$ cat src/rtl/rf_wb_sched_pkg.sv
// Shared sizing constants for the writeback scheduler and its arbiter.
// Latency: none (constants and helpers only).
// Backpressure: not applicable.
package rf_wb_sched_pkg;

    localparam int RF_XLEN  = 32;   // register data width
    localparam int RF_AW    = 5;    // register index width
    localparam int RF_NREGS = 32;   // architectural register count
    localparam int RF_NREQ  = 3;    // default number of writeback requesters

    // Width of a pointer that can name any of n requesters (at least one bit).
    function automatic int ptr_w(input int n);
        return (n > 1) ? $clog2(n) : 1;
    endfunction

endpackage

$ cat src/rtl/rf_wb_sched_rr_arbiter.sv
// Round-robin arbiter: one-hot grant to the first requester after ptr_i.
// Latency: combinational, zero cycles.
// Backpressure: an ungranted requester simply sees no grant and keeps waiting.
module rr_arbiter #(
    parameter int N  = 3,
    parameter int PW = 2
) (
    input  logic [N-1:0]  req_i,
    input  logic [PW-1:0] ptr_i,
    output logic [N-1:0]  gnt_o
);

    logic found;
    int   tgt;

    // Visit requesters ptr+1, ptr+2, ... (wrapping) and grant the first one asking.
    always_comb begin
        gnt_o = '0;
        found = 1'b0;
        tgt   = 0;
        for (int k = 1; k <= N; k++) begin
            tgt = int'(ptr_i) + k;
            if (tgt >= N) begin
                tgt = tgt - N;
            end
            for (int i = 0; i < N; i++) begin
                if (!found && (i == tgt) && req_i[i]) begin
                    gnt_o[i] = 1'b1;
                    found    = 1'b1;
                end
            end
        end
    end

endmodule

$ cat src/rtl/rf_wb_sched.sv
// Register-file writeback scheduler: hazard scoreboard plus round-robin write port.
// Latency: grant is combinational; the RF write appears one cycle after the transfer.
// Backpressure: issue is stalled on register hazards; requesters wait for req_ready.
module rf_wb_sched
    import rf_wb_sched_pkg::*;
#(
    parameter int NREQ = RF_NREQ,
    parameter int XLEN = RF_XLEN
) (
    input  logic                     clk,
    input  logic                     rst,
    input  logic                     iss_valid,
    input  logic [RF_AW-1:0]         iss_rs1,
    input  logic [RF_AW-1:0]         iss_rs2,
    input  logic [RF_AW-1:0]         iss_rd,
    output logic                     iss_stall,
    input  logic [NREQ-1:0]          req_valid,
    input  logic [NREQ*RF_AW-1:0]    req_rd,
    input  logic [NREQ*XLEN-1:0]     req_wd,
    output logic [NREQ-1:0]          req_ready,
    output logic                     rf_wr,
    output logic [RF_AW-1:0]         rf_a3,
    output logic [XLEN-1:0]          rf_wd,
    output logic [RF_NREGS-1:0]      pending,
    output logic                     err
);

    localparam int             PW      = ptr_w(NREQ);
    // Reset to the last requester so that requester 0 is searched first.
    localparam logic [PW-1:0]  PTR_RST = PW'(NREQ - 1);

    logic [RF_NREGS-1:0] pend_q, pend_d;
    logic [PW-1:0]       ptr_q,  ptr_d;
    logic                wr_q,   wr_d;
    logic [RF_AW-1:0]    a3_q,   a3_d;
    logic [XLEN-1:0]     wd_q,   wd_d;
    logic                err_q,  err_d;

    logic                xfer;
    logic [PW-1:0]       g_idx;
    logic [RF_AW-1:0]    g_rd;
    logic [XLEN-1:0]     g_wd;
    logic                issue;

    rr_arbiter #(
        .N  (NREQ),
        .PW (PW)
    ) u_arb (
        .req_i (req_valid),
        .ptr_i (ptr_q),
        .gnt_o (req_ready)
    );

    // Hazard check against the registered scoreboard only; a bit being cleared
    // this cycle still stalls. pend_q[0] is always 0, so x0 never stalls.
    assign iss_stall = iss_valid & (pend_q[iss_rs1] | pend_q[iss_rs2] | pend_q[iss_rd]);
    assign issue     = iss_valid & ~iss_stall & (iss_rd != '0);

    // Select the granted requester's index, destination and data.
    always_comb begin
        xfer  = |(req_valid & req_ready);
        g_idx = '0;
        g_rd  = '0;
        g_wd  = '0;
        for (int i = 0; i < NREQ; i++) begin
            if (req_ready[i]) begin
                g_idx = PW'(i);
                g_rd  = req_rd[i*RF_AW +: RF_AW];
                g_wd  = req_wd[i*XLEN +: XLEN];
            end
        end
    end

    // Next-state: clear on retire, then set on issue so a collision leaves the bit set.
    always_comb begin
        pend_d = pend_q;
        if (xfer) begin
            pend_d[g_rd] = 1'b0;
        end
        if (issue) begin
            pend_d[iss_rd] = 1'b1;
        end
        pend_d[0] = 1'b0;

        ptr_d = xfer ? g_idx : ptr_q;
        wr_d  = xfer & (g_rd != '0);
        a3_d  = xfer ? g_rd : a3_q;
        wd_d  = xfer ? g_wd : wd_q;
        // A retire to a register nobody is waiting on is a protocol error; the write still goes out.
        err_d = err_q | (xfer & (g_rd != '0) & ~pend_q[g_rd]);
    end

    // State registers; reset drops the scoreboard and any staged write.
    always_ff @(posedge clk or negedge rst) begin
        if (!rst) begin
            pend_q <= '0;
            ptr_q  <= PTR_RST;
            wr_q   <= 1'b0;
            a3_q   <= '0;
            wd_q   <= '0;
            err_q  <= 1'b0;
        end else begin
            pend_q <= pend_d;
            ptr_q  <= ptr_d;
            wr_q   <= wr_d;
            a3_q   <= a3_d;
            wd_q   <= wd_d;
            err_q  <= err_d;
        end
    end

    assign pending = pend_q;
    assign rf_wr   = wr_q;
    assign rf_a3   = a3_q;
    assign rf_wd   = wd_q;
    assign err     = err_q;

endmodule

$ cat config.mk
export PLATFORM = sky130hd
export DESIGN_NAME = rf_wb_sched
export DESIGN_NICKNAME = d
export VERILOG_FILES = /design/src/rtl/rf_wb_sched_pkg.sv /design/src/rtl/rf_wb_sched_rr_arbiter.sv /design/src/rtl/rf_wb_sched.sv
export SDC_FILE = /design/constraint.sdc
export NUM_CORES = 1
export LEC_CHECK = 0
export CAP_MARGIN = 20
export CORE_ASPECT_RATIO = 0.8
export CORE_MARGIN = 4
export CORE_UTILIZATION = 28
export DETAILED_ROUTE_END_ITERATION = 7
export SYNTH_ARGS = -nofsm -noshare
export SYNTH_HDL_FRONTEND = slang
export SYNTH_HIERARCHICAL = 1
export SYNTH_SLANG_ARGS = --single-unit
$ cat constraint.sdc
create_clock -name clk -period 4.75 [get_ports clk]
set_input_delay 0.475 -clock clk [delete_from_list [all_inputs] [get_ports clk]]
set_output_delay 0.475 -clock clk [all_outputs]
set_load 0.02 [all_outputs]
==> metrics list <==
* Fraction of power consumed by combinational cells: 57.3%
- Counting flops with an async set or reset pin after synthesis yields a share of 100.0%.
- Leakage power: 0.002772 uW
- RSZ-0062 raised after global routing: false
- Die ar.: 18620 um2
- Dominant combinational cell family by area after synthesis: compound AO/OA/AOI/OAI gates
- After floorplanning, the core was divided into 41 placement rows.
- For this run, the leading register cell type out of synthesis is sky130_fd_sc_hd__dfrtp_1.
- After detailed routing, the total wire length is 19600 um.
- Vias in the first global route: 4934
* Run status: finished clean
* # hold bufs at CTS: 0
- Power spread over the standard cell area amounts to 647.1 nW/um2.
- Routed length on met3: roughly 1700 um
* Path type of the worst setup path: primary input to primary output
- Entering global routing, the biggest net connects 75 pins.
* Top cells by count, synth: sky130_fd_sc_hd__dfrtp_1 (71), sky130_fd_sc_hd__o21ai_0 (38), sky130_fd_sc_hd__nor2_1 (36)
- Clk pwr share: between 15 and 20%
* Average footprint of a synthesized cell: ~10 um2
- Counting along the longest clock path gives a buffer depth of 2.
- The synthesized netlist devotes 28.38% of its cell area to compound gates.
* Most instantiated library cell after synthesis: sky130_fd_sc_hd__dfrtp_1
* Biggest fanout along the worst timing path: 12
- Height of the die: around 120 um
- For this block, wires on met1 add up to 8186 um.
* Top layer in use: met4
- STA classifies the critical path endpoint as a primary output.
- Sequential share of the synthesized area: approximately two fifths
- Once the floorplan was initialized, standard cells occupied 28.93% of the core.
* P_sw: 2067 uW
* Final clock period utilization by the worst path: between 80 and 90%
- Counting distinct cell types in the post-synthesis netlist gives 43.
- Post CTS Setup Buffer Count: 0
* Setup violators final: 0
- The synthesized netlist devotes 0% of its cell area to XOR and XNOR gates.
- For this run the aggregate overflow at the end of global routing stands at 0.
- TNS Setup: 0 ps
- The congestion estimate from routability-driven global placement came to approximately 0.94.
- Measured along the x axis, the die boundary spans 151.5 um.
- First-pass detailed-route iteration total: 5
* Required time worst endpoint: 4280 ps
* Number of antenna cells inserted: 0
* Share of synthesized area spent on multiplexers: 15.80%
- Classification of the worst-slack hold path: primary input to async pin
* Measured slew at the worst slew-check pin: 964.3 ps
- STA classifies the critical path startpoint as a primary input.
- In the synthesized netlist, the number of instances is 459.
- Clock sink total: 72
* TritonCTS buffer count: 9
- First-iteration detailed-routing DRC count: between 400 and 500
- Detailed placement ended at an HPWL of 14660 um.
- H-tree levels: 3
- Synthesized-area fraction occupied by adder cells: 0.8132%
- Net count, final: 780
* WP data arrival: 3640 ps
* R2r setup slk: slightly below 1000 ps
- Relative to the synthesized area, the layout overhead comes to 56.52%.
- Static timing analysis puts the maximum clock frequency at 243.1 MHz.
- Share of total power consumed by net switching: about 44%
- Metal2 WL: 9459 um
- Count of synthesis-stage warnings from yosys: 6
* Area share of and/or/nand/nor cells after synthesis: 11.39%
* Core Region: roughly 16000 um2
* Total of flip-flops plus latches after synthesis: between 70 and 80
- Skew final: 6.373 ps
- Residual DRC: 0
* Clock-pin slew on the worst setup and hold paths: 50 ps
* Global-route wire length before repair: 29310 um
- In the final routed layout, each cell accounts on average for about 23 um.
* Synthesized Nets: 594
- After detailed routing, the number of vias per cell comes to between 5 and 6.
* Max-slew violation count: 0
- Buffers on Ports: 205
- Number of gates resized after cts: 0
* Start point of the critical path: iss_rd[0]
- Final period demand of the worst path: 4113 ps
- The largest total area in the synthesized netlist belongs to sky130_fd_sc_hd__dfrtp_1.
* Synthesized area: 4616 um2
- Internal Power: roughly 2600 uW
- TritonCTS clock tree: done
- Setup slack at placement: 695.5 ps
- Initial antenna violation count: 0
- The routed layout has just under 5000 vias.
- Max-cap violations: 0
* Startpoint of the worst-slack reg-to-reg timing path: ptr_q[1]$_DFFE_PN1N_
- The count of endpoints failing hold in the final timing report is 0.
- Latest clock arrival within the worst-skew pair: 340 ps
- For this run, the total global-route usage over all layers was measured as 20.88%.
* Clock Tree Root: sky130_fd_sc_hd__clkbuf_16
* Filler cell count: 1489
* Share of final-layout standard cells stronger than drive strength 1: approximately a tenth
* Post-detailed-route count of antenna-violating nets: 0
- Registers are responsible for 26.5% of the overall power.
* Setup slack of the critical path after layout: between 600 and 700 ps
- Max VDD drop: 0.2448 mV
- By area the synthesized netlist is led by sky130_fd_sc_hd__dfrtp_1 (38%), sky130_fd_sc_hd__mux4_2 (12%), sky130_fd_sc_hd__a221o_1 (6.9%), sky130_fd_sc_hd__a22oi_1 (5.7%), sky130_fd_sc_hd__o31ai_1 (5.4%).
* Relative slew margins: 35.71%
- The synthesized design devotes to its leading area cell type approximately 38% of total area.
- Pin placement for this block handled approximately 210 I/O pins.
- Counting flops with a built-in enable in the synthesized netlist gives 0.
==> cell usage in the layout, fill, tap and decap left out, drive strengths merged, types with 3 or more instances in the layout <==
cell,n
clkdlybuf4s50,204
dfrtp,71
o21ai,39
nor2,36
a22oi,35
o31ai,33
a221o,32
nand2,29
mux4,25
clkbuf,14
a21oi,13
inv,12
nand3,11
mux2i,11
buf,11
nand3b,10
a211oi,7
nor2b,6
mux2,5
or3,5
a31oi,5
nand2b,4
a22o,3
a21o,3
ha,3
nor3,3
==> per-layer routing <==
metal | vias to the layer above | global-route usage [%]
met2 | 262 | 32.67
met4 | 0 | 5.443
li1 | 2181 | -
met3 | 28 | 5.611
met5 | - | 0
met1 | 2413 | 28.77
==> metrics by stage <==
stage          instance area [um2]  instances  utilization, %  hold slack [ps]  power, uW
2_1_floorplan                 4616        459               -            179.4       2682
3_3_place_gp                  6875        848           43.09            468.1       3839
3_5_place_dp                  6890        849           43.19            471.3       3897
6_report                      7224        865           45.28            292.9       4675
5_1_grt                       7224        865           45.28            362.5       4948
4_1_cts                       7224        865           45.28            322.0       4677
==> worst max-delay path: stages <==
cell and delay [ps]:
sky130_fd_sc_hd__clkdlybuf4s50_1 860, sky130_fd_sc_hd__mux4_2 580, sky130_fd_sc_hd__nand2b_1 90, sky130_fd_sc_hd__o2111ai_1 110, sky130_fd_sc_hd__nor4_1 550, sky130_fd_sc_hd__o2111ai_2 210, sky130_fd_sc_hd__and2_1 200, sky130_fd_sc_hd__clkdlybuf4s50_1 540
==> power by group through the flow <==
stage                     Clock (uW)  Combinational [uW]  Sequential [uW]
after floorplan                    0                1300             1380
after global placement             0                2600             1240
after detailed placement           0                2660             1240
after CTS                        776                2670             1230
after global routing             810                2860             1270
final                            756                2680             1240
==> worst paths after layout <==
path,end,depth (start not counted)
max in group asynchronous,pending[27]$_DFF_PN0_,1
worst min register to register,rf_a3[4]$_DFFE_PN0N_,2
worst max register to register,err$_DFF_PN0_,11
min in group clk,rf_a3[4]$_DFFE_PN0N_,2
worst max-delay path,iss_stall,8
worst min-delay path,rf_wd[30]$_DFFE_PN0N_,1
==> registers in the layout, summed over array words and instances (netlist names) <==
name / cells
ptr_q: 2
rf_a3: 5
pending: 31
rf_wd: 32
rf_wr: 1
err: 1
==> cells by family after synthesis <==
family	count (synthesis)
flip-flops	72
AO/OA/AOI/OAI	180
multiplexers	41
AND/OR/NAND/NOR	110
other	1
buffers and inverters	52
adder cells (fa/ha/maj)	3
==> layout make-up <==
class                           count  area [um2]  area share [%]
Sequential cell                    72        1803           24.96
Timing Repair Buffer              215        2132           29.51
Inverter                           12       45.04          0.6235
Multi-Input combinational cell    335        2641           36.56
Clock inverter                      2       60.06          0.8313
Tap cell                          215       269.0           3.724
Clock buffer                       14       274.0           3.793
(Power assumes the default switching activity.)
